File: src/rtl/dmem_bridge.sv
// dmem_bridge: turns MEM-stage load/store commands into req/gnt/rvalid memory transactions and stalls the pipeline until done
module dmem_bridge #(
    parameter int          TIMEOUT_CYCLES = 64,
    parameter logic [31:0] ERR_DATA       = 32'h0
) (
    input  logic        clk,
    input  logic        rst_n,
    input  logic [1:0]  proc2Dmem_command,
    input  logic [31:0] proc2Dmem_addr,
    input  logic [31:0] proc2mem_data,
    input  logic [2:0]  mem_funct3,
    output logic [31:0] mem2proc_data,
    output logic        dmem_stall,
    output logic        bus_err,
    output logic        mem_req,
    output logic        mem_we,
    output logic [31:0] mem_addr,
    output logic [31:0] mem_wdata,
    output logic [3:0]  mem_wstrb,
    input  logic        mem_gnt,
    input  logic        mem_rvalid,
    input  logic [31:0] mem_rdata
);
    localparam int CW = $clog2(TIMEOUT_CYCLES);
    localparam logic [CW-1:0] CMAX = CW'(TIMEOUT_CYCLES - 1);
    typedef enum logic [1:0] {IDLE, REQ, WAIT, DONE} state_t;
    state_t state;
    logic [CW-1:0] cnt;
    logic [1:0] size;
    logic is_ld, is_st, bad, tmo, sx;
    logic [7:0] byte_v;
    logic [15:0] half_v;
    logic [31:0] wdata_n, ld_v;
    logic [3:0] wstrb_n;
    assign size = mem_funct3[1:0];
    assign is_ld = proc2Dmem_command == 2'd1;
    assign is_st = proc2Dmem_command == 2'd2;
    assign bad = (size == 2'b11) || (size == 2'b01 && proc2Dmem_addr[0])
              || (size == 2'b10 && proc2Dmem_addr[1:0] != 2'b00) || (proc2Dmem_command == 2'd3);
    assign tmo = cnt == CMAX;
    assign dmem_stall = (proc2Dmem_command != 2'd0) && (state != DONE);
    assign wdata_n = size == 2'b00 ? {4{proc2mem_data[7:0]}}
                   : size == 2'b01 ? {2{proc2mem_data[15:0]}} : proc2mem_data;
    assign wstrb_n = !is_st ? 4'b0000
                   : size == 2'b00 ? 4'b0001 << proc2Dmem_addr[1:0]
                   : size == 2'b01 ? (proc2Dmem_addr[1] ? 4'b1100 : 4'b0011) : 4'b1111;
    assign byte_v = 8'(mem_rdata >> {proc2Dmem_addr[1:0], 3'b000});
    assign half_v = 16'(mem_rdata >> {proc2Dmem_addr[1], 4'b0000});
    assign sx = !mem_funct3[2];
    assign ld_v = size == 2'b00 ? {{24{sx & byte_v[7]}}, byte_v}
                : size == 2'b01 ? {{16{sx & half_v[15]}}, half_v} : mem_rdata;
    always_ff @(posedge clk or negedge rst_n) begin
        if (!rst_n) begin
            state <= IDLE;
            cnt <= '0;
            mem_req <= 1'b0;
            mem_we <= 1'b0;
            mem_addr <= '0;
            mem_wdata <= '0;
            mem_wstrb <= '0;
            mem2proc_data <= '0;
            bus_err <= 1'b0;
        end else begin
            case (state)
                IDLE: if (proc2Dmem_command != 2'd0) begin
                    if (bad) begin
                        state <= DONE;
                        bus_err <= 1'b1;
                        if (is_ld) mem2proc_data <= ERR_DATA;
                    end else begin
                        state <= REQ;
                        mem_req <= 1'b1;
                        mem_we <= is_st;
                        mem_addr <= {proc2Dmem_addr[31:2], 2'b00};
                        mem_wdata <= wdata_n;
                        mem_wstrb <= wstrb_n;
                    end
                end
                REQ: if (mem_gnt) begin
                    mem_req <= 1'b0;
                    cnt <= '0;
                    state <= mem_we ? DONE : WAIT;
                end else if (tmo) begin
                    mem_req <= 1'b0;
                    cnt <= '0;
                    bus_err <= 1'b1;
                    state <= DONE;
                    if (!mem_we) mem2proc_data <= ERR_DATA;
                end else cnt <= cnt + 1'b1;
                WAIT: if (mem_rvalid) begin
                    mem2proc_data <= ld_v;
                    cnt <= '0;
                    state <= DONE;
                end else if (tmo) begin
                    cnt <= '0;
                    bus_err <= 1'b1;
                    mem2proc_data <= ERR_DATA;
                    state <= DONE;
                end else cnt <= cnt + 1'b1;
                DONE: begin
                    bus_err <= 1'b0;
                    state <= IDLE;
                end
            endcase
        end
    end
endmodule

File: config.mk
export PLATFORM = sky130hd
export DESIGN_NAME = dmem_bridge
export DESIGN_NICKNAME = d
export VERILOG_FILES = /design/src/rtl/dmem_bridge.sv
export SDC_FILE = /design/constraint.sdc
export NUM_CORES = 1
export LEC_CHECK = 0
export CAP_MARGIN = 20
export CORE_UTILIZATION = 45
export DETAILED_ROUTE_END_ITERATION = 10
export PLACE_DENSITY = 0.84
export SETUP_SLACK_MARGIN = 0.5
export SLEW_MARGIN = 20
export SYNTH_ARGS = -nofsm -noshare
export SYNTH_HDL_FRONTEND = slang
export SYNTH_SLANG_ARGS = --single-unit
File: constraint.sdc
create_clock -name clk -period 3.05 [get_ports clk]
set_clock_uncertainty 0.1 [all_clocks]
set_input_delay 0.7625 -clock clk [delete_from_list [all_inputs] [get_ports clk]]
set_output_delay 0.7625 -clock clk [all_outputs]
set_load 0.005 [all_outputs]
* Word level (Yosys, flattened, before mapping)
Cells that the tools add are included.
Storage, ports and cells: bits of input ports 105, word-level logic and storage cells 94, output and inout port bits 104, register bits 109
Operators by class: bitwise logic cells 3, add/subtract/negate cells 1, muxes and demuxes 39, shifts and indexed selects 3, equality and inequality tests 21, reductions and logical operators 18
Operators with widths (count):
- $mux 32 | 12
- $pmux 32 s3 | 1
- $shr 32x5->16 | 1
- $shr 32x5->8 | 1
- $mux 6 | 3
- $ne 2x2->1 const B | 9
- $mux 4 | 4
- $eq 2x2->1 const B | 6
- $pmux 6 s2 | 1
- $mux 1 | 10
- $mux 2 | 5
- $pmux 2 s4 | 1
- $reduce_and 4->1 | 2
- $reduce_and 8->1 | 1
- $reduce_bool 2->1 | 4
- $add 6x1->6 const B | 1
- $eq 2x1->1 const B | 3
- $eq 6x6->1 const B | 1
- $ne 3x3->1 const B | 2
- $logic_not 2->1 | 2
- $pmux 1 s4 | 1
- $shl 1x2->4 const A | 1
- $logic_and 1x1->1 | 3
- $logic_or 1x1->1 | 3
- other kinds (6) | 7

* Longest topological paths before layout
Gate-level depths: netlist of run 1.
depth in word-level cells 8, mapped depth 9, depth with buffers taken out 6

* Least setup slack after synthesis of run 1
Ideal clock, no wire load.
kind input to register, start point in mem_funct3[1], end point reg mem2proc_data[4], path buffers 3, stages on the path 7, arrival 2.138 ns, setup slack 0.687 ns, setup time 0.125 ns, required time 2.825 ns, path through buf_4 > a21oi_1 > o211a_1 > or3_1 > buf_6 > buf_12 > mux2_4
Between the ends: longest elaborated chain between the ends 7, elaborated cells between the ends (all ways) 15, classes of those cells eq/ne: 4; mux: 4; reduce/logical: 7
RTL lines:
- start: declaration | RTL line 11 | input logic [2:0] mem_funct3,
- $eq 2x1->1 | RTL line 38, 51
- $logic_and 1x1->1 | RTL line 38 | assign bad = (size == 2'b11) || (size == 2'b01 && proc2Dmem_addr[0])
- $logic_or 1x1->1 | RTL line 38
- $logic_or 1x1->1 (2 in a row) | RTL line 39 | || (size == 2'b10 && proc2Dmem_addr[1:0] != 2'b00) || (proc2Dmem_command == 2'd3);
- $ne 2x2->1 (no line)
- $reduce_and 8->1 (no line)
- end signal: assignment | RTL line 91 | mem2proc_data <= ld_v;
- end: declaration | RTL line 12 | output logic [31:0] mem2proc_data,
Several ways; a longest one is shown, not always the timed one. A chain may end at the register's enable or synchronous reset.

* Worst setup path after layout of run 1
start point in mem_gnt, end point reg mem2proc_data[4]
Between the ends: longest elaborated chain between the ends 2
RTL lines:
- start: declaration | RTL line 20 | input logic mem_gnt,
- $ne 2x2->1 (no line)
- $reduce_and 8->1 (no line)
No other way between the ends.

==> results of run 1 <==
==> flip-flops by register name, indices dropped and copies added, names as in the netlist, 2 cells and up <==
register and flops:
cnt 6, mem2proc_data 32, mem_wdata 32, mem_wstrb 4
state 2, mem_addr 30
==> placed cells by master, fill, tap and decap left out, types with 3 or more instances in the layout <==
| cell | count |
|---|---|
| buf_12 | 5 |
| o2bb2ai_1 | 25 |
| clkbuf_16 | 9 |
| nor2_1 | 37 |
| o21ai_0 | 35 |
| a211oi_1 | 6 |
| nand2_1 | 37 |
| dfrtp_1 | 109 |
| clkdlybuf4s50_1 | 201 |
| a22oi_1 | 18 |
| inv_1 | 7 |
| mux2_2 | 57 |
| nand3_1 | 3 |
| nand4_1 | 3 |
| nor2b_1 | 6 |
| a21oi_1 | 12 |
| nand2b_1 | 3 |
| mux2_4 | 3 |
| or3_1 | 3 |
| ha_1 | 6 |
| a211o_1 | 8 |
| mux2i_1 | 33 |
| buf_4 | 16 |
| xor2_1 | 3 |
| o22ai_1 | 9 |
==> timing repair <==
| item | 4_1_cts | 5_1_grt |
|---|---|---|
| gates resized for setup | 4 | 2 |
| endpoints found under the setup margin | 20 | 46 |
| pin swaps | 1 | 1 |
| setup buffers | 1 | 1 |
==> kinds of logic after synthesis <==
group	Yosys count	share of synthesized area [%]
AO/OA/AOI/OAI	132	16.82
XOR/XNOR	5	0.7934
adder cells (fa/ha/maj)	6	1.360
buffers and inverters	48	4.533
flip-flops	109	49.41
multiplexers	93	18.43
other	1	0.06793
AND/OR/NAND/NOR	104	8.590
==> worst min path at each step <==
stage,endpoint,slack (ns),cells past startpoint
after floorplan,bus_err,0.37,0
after global placement,mem_wdata[30],0.36,2
after detailed placement,mem_wdata[30],0.37,2
after CTS,mem_wdata[30],0.39,2
after global routing,state[1],0.41,1
final,state[1],0.37,1
==> power groups by stage <==
stage	sequential (mW)	clock [mW]	combinational, mW
detailed placement	2.50	0	3.02
finish	2.49	1.17	3.02
global route	2.56	1.25	3.26
floorplan	2.50	0	1.29
CTS	2.49	1.20	3.05
global placement	2.47	0	2.96
==> layer usage <==
metal  up-vias  global-route usage [%]  routed length, µm
met2       194                   43.33               7749
met1      2317                   29.27               6211
met5         -                       0                  0
met3        44                   7.552               1181
li1       2206                       -                  -
met4         0                   11.20                493
==> worst reg2reg max path, stage by stage (launching register included) <==
cell	delay, ns
dfrtp_1	0.42
inv_1	0.10
ha_1	0.26
o21a_1	0.13
a211o_1	0.29
or3_1	0.40
buf_12	0.19
mux2_4	0.31
==> layout make-up <==
class                           count  area, µm²
Fill cell                         926       3894
Sequential cell                   109       2728
Multi-Input combinational cell    342       2549
Timing Repair Buffer              228       2290
Clock buffer                       11      242.7
Tap cell                          147      183.9
Clock inverter                      4      48.80
Inverter                            7      26.28
==> metrics.cfg, run 1 <==
[cts]
clock-sinks = 109
ctsHtreeMaxLevel = 3
clk-insertion-delay-late_ns = 0.35
cts_buffer_depth = 2
cts_tree = yes
ctsHoldBuffers = 0
clk_pin_slew_ns = 0.07
root_buffer = clkbuf_16
numCtsBuffers = 9

[place]
gp_congestion = 0.8821
place_ws_ns = 0.1408
portBuffers = 206
hpwl_mm = 11.31
place_inst = 831
placed_cell_area_um2 = 7751

[timing]
finalMaxSlewViolations = 0
worst_hold_slack_ns = 0.3701
period_share_pct = 82.17
grt_setup_unrepaired = no
setup_slack_ns = 0.5437
worst_pin_slew_ns = 0.7545
setup_violations = 0
fin_crit_ns = 2.506
fmax_mhz = 399.0
final-hold-violation-count = 0
setup-tns-final_ns = 0
slew_headroom_pct = 49.70

[critical_path]
endpoint = mem2proc_data[4]
ff2ff_path_depth = 7
cp-end-kind = flip-flop
cp.depth = 6
cpPeakStageDelay_ns = 0.48
crit_buf_inv = 2
critical_path_class = in -> reg
required_ns = 3.18
r2r-end = mem2proc_data[4]
r2r-start = state[1]
cp-startpoint = mem_gnt
r2r_setup_slack_ns = 0.74
cp-start-kind = input port
critPathSlowestCell = clkdlybuf4s50_1
crit_chain = clkdlybuf4s50_1 > o21a_1 > a211o_1 > or3_1 > buf_12 > mux2_4
crit_fanout = 32
critical-path-top-delay-family = buffers and inverters
cp.arrival_ns = 2.64

[finish]
fin_area_um2 = 8068
fin_cells = 848
fin_nets = 808
post-route-util_pct = 67.45
n_antenna_cell = 0
area_growth_pct = 46.15
layout-drive-gt1-share_pct = 14.55

[logic_synthesis]
synthFlopType = dfrtp_1
synth_top_area_share_pct = 49.41
synth_top_area_cell = dfrtp_1
synth_edf_count = 0
synth_commonest_cells = 109 x dfrtp_1, 57 x mux2_2, 38 x nor2_1, 37 x nand2_1, 35 x o21ai_0
postSynthAreaPerCell_um2 = 11.08
synth_cell_types = 54
yosys_register_bits = 109
syn-instance-count = 498
ys_seq_area_share_pct = 49.41
synth.most_common_cell = dfrtp_1
synth_warnings = 0
synth-async-reset-ratio_pct = 100.0
netlist_area_um2 = 5520
synth.area.top_cells = dfrtp_1 49%, mux2_2 12%, mux2i_1 6.0%

[drt]
wirelength_mm = 15.64
via_per_inst = 5.614
vias = 4761
antenna_left = 0
first_pass_iters = 5
route.detailed.drc = 0
wire_per_inst_um = 18.44
drt_first_iter_violations = 281

[pwr]
ir_worst_vdd_v = 0.0004714
power_frac_comb_pct = 45.2
leakagePower_nw = 3.519
p_sw_share_pct = 30.90
cellPowerDensity_nw_per_um2 = 827.8
seq_power_share_pct = 37.2
power.internal_mw = 4.615
switchingPower_mw = 2.063
power_frac_clock_pct = 17.5
total_power_mw = 6.678

[grt]
grt_pass1_vias = 5028
antenna_found_initial = 0
grt_max_degree = 67
grt-ovfl-total = 0
grt_usage_pct = 25.26
grt_pass1_wl_mm = 25.11

[floorplanning]
die_x_um = 112.8
core_area_um2 = 11960
io_pins = 209
die_area_um2 = 12710
die_h_um = 112.8
rows = 40
initial_utilization_pct = 46.15

[job]
drv_cap = 0

[min_path]
hold_class = in -> async

[outcome]
status = finished clean

No activity file was read; power rests on OpenSTA's default activity.
==> inputs of run 2 (changes only) <==
Settings changed: CORE_UTILIZATION 45 to 40, PLACE_DENSITY 0.84 to 0.79.
Clock period 3.05 ns to 2.3 ns, I/O delays scaled along.
==> run 2 against run 1 <==
  * Sequential share of layout area fell by 3.6 points
  * Routed wire length rose by 10%
  * Global-route usage fell by 0.61 points
  * Hold slack got worse by 0.35 ns
  * First-iteration DRC count fell by 10%
  * Critical path type is now reg -> reg
  * Sequential power rose by 32%
  * Count of clock-buffer cells in the layout fell by 2
  * Cell area rose by 12%
  * Total power rose by 43%
  * Critical path depth did not move
  * Critical endpoint is now mem2proc_data[7]
  * Non-clock buffer count rose by 79
  * Die area rose by 12%
==> metrics.cfg, run 2 (same netlist as run 1, synthesis figures left out) <==
[drt]
via_per_inst = 5.292  ; was 5.614
wirelength_mm = 17.20  ; was 15.64 mm
wire_per_inst_um = 17.95  ; was 18.44 µm
drt_first_iter_violations = 252  ; was 281
route.detailed.drc = 0  ; unchanged
vias = 5070  ; was 4761
antenna_left = 0  ; unchanged
first_pass_iters = 4  ; was 5

[floorplanning]
die_x_um = 119.5  ; was 112.8 µm
die_h_um = 119.5  ; was 112.8 µm
die_area_um2 = 14270  ; was 12710 µm²
initial_utilization_pct = 41.36  ; was 46.15%
io_pins = 209  ; unchanged
rows = 42  ; was 40
core_area_um2 = 13350  ; was 11960 µm²

[finish]
layout_commonest_cell = dfrtp_1  ; was clkdlybuf4s50_1
area_growth_pct = 63.44  ; was 46.15%
fin_nets = 888  ; was 808
fin_cells = 958  ; was 848
layout-drive-gt1-share_pct = 27.37  ; was 14.55%
regArea_um2 = 2729  ; was 2728 µm²
top_regs = mem2proc_data x32, mem_wdata x32, mem_addr x30  ; unchanged
fillers = 1071  ; was 926
fin_area_um2 = 9022  ; was 8068 µm²
n_antenna_cell = 0  ; unchanged
multi_input_area_um2 = 2826  ; was 2549 µm²
final_cell_mix = 108 x dfrtp_1, 105 x dlygate4sd2_1, 96 x clkdlybuf4s50_1  ; was 201 x clkdlybuf4s50_1, 109 x dfrtp_1, 57 x mux2_2

[cts]
cts_buffer_depth = 2  ; unchanged
numCtsBuffers = 9  ; unchanged
clock-sinks = 109  ; unchanged
clk-insertion-delay-late_ns = 0.35  ; about the same
cts_tree = yes  ; unchanged
root_buffer = clkbuf_16  ; unchanged
clk_pin_slew_ns = 0.08  ; was 0.07 ns
ctsHtreeMaxLevel = 3  ; unchanged
ctsHoldBuffers = 0  ; unchanged

[timing]
final-hold-violation-count = 0  ; unchanged
setup_violations = 0  ; unchanged
worst_pin_slew_ns = 0.6837  ; was 0.7545 ns
finalMaxSlewViolations = 0  ; unchanged
setup_slack_ns = 0.2098  ; was 0.5437 ns
period_share_pct = 90.88
fin_crit_ns = 2.090
fmax_mhz = 478.4
slew_headroom_pct = 54.37  ; was 49.70%
setup-tns-final_ns = 0  ; unchanged
grt_setup_unrepaired = yes  ; was no

[place]
place_ws_ns = -0.3429  ; was 0.1408 ns
hpwl_mm = 12.17  ; was 11.31 mm
place_inst = 895  ; was 831
gp_congestion = 0.8676  ; was 0.8821
portBuffers = 206  ; unchanged
placed_cell_area_um2 = 8268  ; was 7751 µm²

[grt]
grt-ovfl-total = 0  ; unchanged
antenna_found_initial = 0  ; unchanged
grt_pass1_wl_mm = 27.54  ; was 25.11 mm
grt_max_degree = 63  ; was 67
grt_pass1_vias = 5357  ; was 5028
grt_usage_pct = 24.64  ; was 25.26%

[min_path]
hold_class = in -> async  ; unchanged

[critical_path]
r2r_setup_slack_ns = 0.21  ; was 0.74 ns
endpoint = mem2proc_data[7]  ; was mem2proc_data[4]
critical_path_class = reg -> reg  ; was in -> reg
r2r-end = mem2proc_data[7]  ; was mem2proc_data[4]
crit_fanout = 5  ; was 32
required_ns = 2.43  ; was 3.18 ns
cp-start-kind = flip-flop  ; was input port
cp-startpoint = state[0]  ; was mem_gnt
cp.arrival_ns = 2.22  ; was 2.64 ns
r2r-start = state[0]  ; was state[1]
ff2ff_path_depth = 6  ; was 7
cp-end-kind = flip-flop  ; unchanged

[job]
drv_cap = 0  ; unchanged

[outcome]
status = finished clean  ; unchanged

[pwr]
cellPowerDensity_nw_per_um2 = 1057  ; was 827.8 nW/µm²
ir_worst_vdd_v = 0.0006242  ; was 0.0004714 V
total_power_mw = 9.536  ; was 6.678 mW
leakagePower_nw = 4.476  ; was 3.519 nW

-- run 2: changes by cell type in the layout (fill, tap and decap cells not counted), moves of 10 or more --
cell	change
o21ai_0	-10
buf_4	+60
dlygate4sd2_1	+103
mux2_4	+38
mux2_2	-37
clkdlybuf4s50_1	-105
-- run 2: layer usage --
metal  vias to the layer above  wire length, µm  global-route usage [%]
li1                       2374                -                       -
met3                        38             1023                   4.502
met4                         0              512                   9.922
met2                       195             8507                   41.58
met1                      2463             7156                   31.07
met5                         -                0                       0
-- run 2: worst min path at each step --
| stage | cells past startpoint | start | to | slack [ns] |
|---|---|---|---|---|
| floorplan | 0 | rst_n | bus_err | 0.18 |
| global placement | 2 | mem_wdata[8] | mem_wdata[8] | 0.36 |
| detailed placement | 2 | mem_wdata[27] | mem_wdata[27] | 0.37 |
| CTS | 1 | rst_n | mem2proc_data[17] | 0.03 |
| global route | 1 | rst_n | mem2proc_data[17] | 0.04 |
| finish | 1 | rst_n | mem2proc_data[17] | 0.02 |
-- run 2: layout make-up --
type,instances,share of cell area [%]
repair buffers,307,32.39
well taps,176,2.441
flip-flops and latches,109,30.25
clock inverters,7,0.8043
multi-input cells,343,31.33
inverters,7,0.2912
clock buffers,9,2.496
-- run 2: stage by stage --
step           hold slack, ns  utilization [%]
5_1_grt               0.04164            67.59
2_1_floorplan          0.1794                -
3_5_place_dp           0.3715            61.94
3_3_place_gp           0.3632            61.94
4_1_cts               0.02693            67.21
6_report              0.02051            67.59
-- run 2: where the power goes --
part	switching [mW]	total (mW)	leakage (nW)	internal, mW
registers	0.519	3.29	1.38	2.78
clock network	0.780	1.55	0.149	0.775
logic	1.86	4.69	2.94	2.83
total	3.15	9.54	4.48	6.38
-- run 2: repair_timing --
item,in CTS,in global routing
pin swaps,6,2
setup buffers,41,1
resized for setup,150,12
endpoints found under the hold margin,0,0
cloned,5,0
setup endpoints to repair,203,107
-- run 2: worst max-delay path, cell delays in order, from the launching register on --
cell     delay, ns
dfrtp_2       0.46
ha_4          0.18
o21a_1        0.10
a211o_1       0.27
or3_4         0.42
buf_8         0.15
mux2_4        0.29
==> inputs of run 3 (changes only) <==
Settings changed: CORE_MARGIN from default to 2.
==> run 3 against run 2 <==
  * Critical path depth is the same
  * Fmax about the same
  * Sequential power about the same
  * Total power rose by 0.98%
  * Largest cell class unchanged
  * Via count up 1.0%
  * Highest routed layer unchanged
  * Combinational power rose by 1%
==> metrics.cfg, run 3 (same netlist as run 1, synthesis figures left out) <==
[outcome]
status = finished clean  ; unchanged

[floorplanning]
core_area_um2 = 13350  ; unchanged
die_h_um = 121.5  ; was 119.5 µm
die_area_um2 = 14760  ; was 14270 µm²
initial_utilization_pct = 41.36  ; unchanged
rows = 42  ; unchanged
io_pins = 209  ; unchanged
die_x_um = 121.5  ; was 119.5 µm

[cts]
cts_buffer_depth = 2  ; unchanged
clock-sinks = 109  ; unchanged
clk_pin_slew_ns = 0.07  ; was 0.08 ns
clk-insertion-delay-late_ns = 0.35  ; about the same
ctsHtreeMaxLevel = 3  ; unchanged
cts_tree = yes  ; unchanged
ctsHoldBuffers = 0  ; unchanged
numCtsBuffers = 9  ; unchanged
root_buffer = clkbuf_16  ; unchanged

[timing]
grt_setup_unrepaired = yes  ; unchanged
setup-tns-final_ns = 0  ; unchanged
final-hold-violation-count = 0  ; unchanged
fin_crit_ns = 2.090  ; about the same
period_share_pct = 90.88  ; about the same
fmax_mhz = 478.4  ; about the same
slew_headroom_pct = 55.76  ; was 54.37%
worst_pin_slew_ns = 0.6629  ; was 0.6837 ns
setup_violations = 0  ; unchanged
finalMaxSlewViolations = 0  ; unchanged
setup_slack_ns = 0.2098  ; about the same

[pwr]
power.internal_mw = 6.484  ; was 6.382 mW
ir_worst_vdd_v = 0.0005961  ; was 0.0006242 V
leakagePower_nw = 4.449  ; was 4.476 nW
p_sw_share_pct = 32.67  ; was 33.07%
switchingPower_mw = 3.146  ; was 3.154 mW
cellPowerDensity_nw_per_um2 = 1067  ; was 1057 nW/µm²
seq_power_share_pct = 34.2  ; was 34.5%
power_frac_comb_pct = 49.2  ; about the same
power_frac_clock_pct = 16.6  ; was 16.3%

[grt]
grt_usage_pct = 24.16  ; was 24.64%
grt_pass1_vias = 5479  ; was 5357
grt_pass1_wl_mm = 27.87  ; was 27.54 mm
met3_usage_pct = 4.746  ; was 4.502%
grtUsageMet2_pct = 39.85  ; was 41.58%
grt_max_degree = 59  ; was 63
grt-ovfl-total = 0  ; unchanged
antenna_found_initial = 0  ; unchanged
grt.busiest_layer = met2  ; unchanged
grt_use_met1_pct = 29.82  ; was 31.07%

[finish]
post-route-util_pct = 67.64  ; was 67.59%
fillers = 1088  ; was 1071
regArea_um2 = 2729  ; unchanged
fin_nets = 883  ; was 888
n_antenna_cell = 0  ; unchanged
fin_area_um2 = 9029  ; was 9022 µm²
final_cell_mix = 108 x dfrtp_1, 101 x dlygate4sd2_1, 96 x clkdlybuf4s50_1  ; was 108 x dfrtp_1, 105 x dlygate4sd2_1, 96 x clkdlybuf4s50_1
top_regs = mem2proc_data x32, mem_wdata x32, mem_addr x30  ; unchanged
area_growth_pct = 63.55  ; was 63.44%
fin_cells = 953  ; was 958
multi_input_area_um2 = 2849  ; was 2826 µm²
layout_commonest_cell = dfrtp_1  ; unchanged
layout-drive-gt1-share_pct = 28.06  ; was 27.37%

[critical_path]
cp.arrival_ns = 2.23  ; was 2.22 ns
required_ns = 2.43  ; about the same
cp-startpoint = state[0]  ; unchanged
r2r-start = state[0]  ; unchanged
cp-end-kind = flip-flop  ; unchanged
cp-start-kind = flip-flop  ; unchanged
critical_path_class = reg -> reg  ; unchanged
crit_fanout = 6  ; was 5

[place]
placed_cell_area_um2 = 8293  ; was 8268 µm²
place_ws_ns = -0.3323  ; was -0.3429 ns
gp_congestion = 0.8890  ; was 0.8676
place_inst = 900  ; was 895
portBuffers = 206  ; unchanged
hpwl_mm = 12.69  ; was 12.17 mm

[drt]
route.detailed.drc = 0  ; unchanged
wirelength_mm = 17.81  ; was 17.20 mm
via_per_inst = 5.376  ; was 5.292
antenna_left = 0  ; unchanged
vias = 5123  ; was 5070
wire_per_inst_um = 18.69  ; was 17.95 µm
drt_first_iter_violations = 289  ; was 252
first_pass_iters = 6  ; was 4

[job]
drv_cap = 0  ; unchanged

[min_path]
hold_class = in -> async  ; unchanged

## run 3: final timing paths
| path | end | slack (ns) | cells after the start |
|---|---|---|---|
| max | mem2proc_data[5] | 0.21 | 6 |
| min | mem2proc_data[21] | 0.12 | 2 |
| max reg2reg | mem2proc_data[5] | 0.21 | 6 |
| min reg2reg | mem_wdata[21] | 0.37 | 2 |
| max in group asynchronous | mem_addr[24] | 1.70 | 2 |
| min in group clk | mem_wdata[21] | 0.37 | 2 |
## run 3: worst max-delay path: stages, from the launching register on
cell	delay (ns)
dfrtp_2	0.46
ha_4	0.18
o21a_1	0.10
a211o_1	0.27
or3_4	0.41
buf_8	0.16
mux2_4	0.29
## run 3: cell type report
type                    instances  area share, %
repair buffers                303          32.05
multi-input cells             342          31.55
flip-flops and latches        109          30.22
clock buffers                   9          2.494
well taps                     176          2.439
clock inverters                 7         0.9424
inverters                       7         0.2910
## run 3: repair_timing
item | CTS | global route
resized for setup | 160 | 35
gates cloned | 4 | 1
buffers inserted | 29 | 3
pin swaps | 6 | 4
endpoints found under the hold margin | 0 | 0
setup endpoints to repair | 204 | 109
## run 3: metrics by stage
stage	hold WS [ns]	power [mW]
floorplan	0.1794	5.363
global placement	0.3630	7.754
detailed placement	0.3689	7.891
CTS	0.1225	9.495
global route	0.1353	10.22
finish	0.1189	9.629
## run 3: power by group through the flow
stage | logic [mW] | registers (mW) | clock network (mW)
2_1_floorplan | 2.02 | 3.34 | 0
3_3_place_gp | 4.44 | 3.32 | 0
3_5_place_dp | 4.54 | 3.35 | 0
4_1_cts | 4.57 | 3.29 | 1.64
5_1_grt | 5.11 | 3.40 | 1.72
6_report | 4.74 | 3.29 | 1.60
## run 3: routing by layer
layer	wire [µm]	part of all wire, %	up-vias
met2	8851	50	223
met4	659	3.7	0
met1	7203	40	2489
li1	-	-	2364
met5	0	0	-
met3	1092	6.1	47
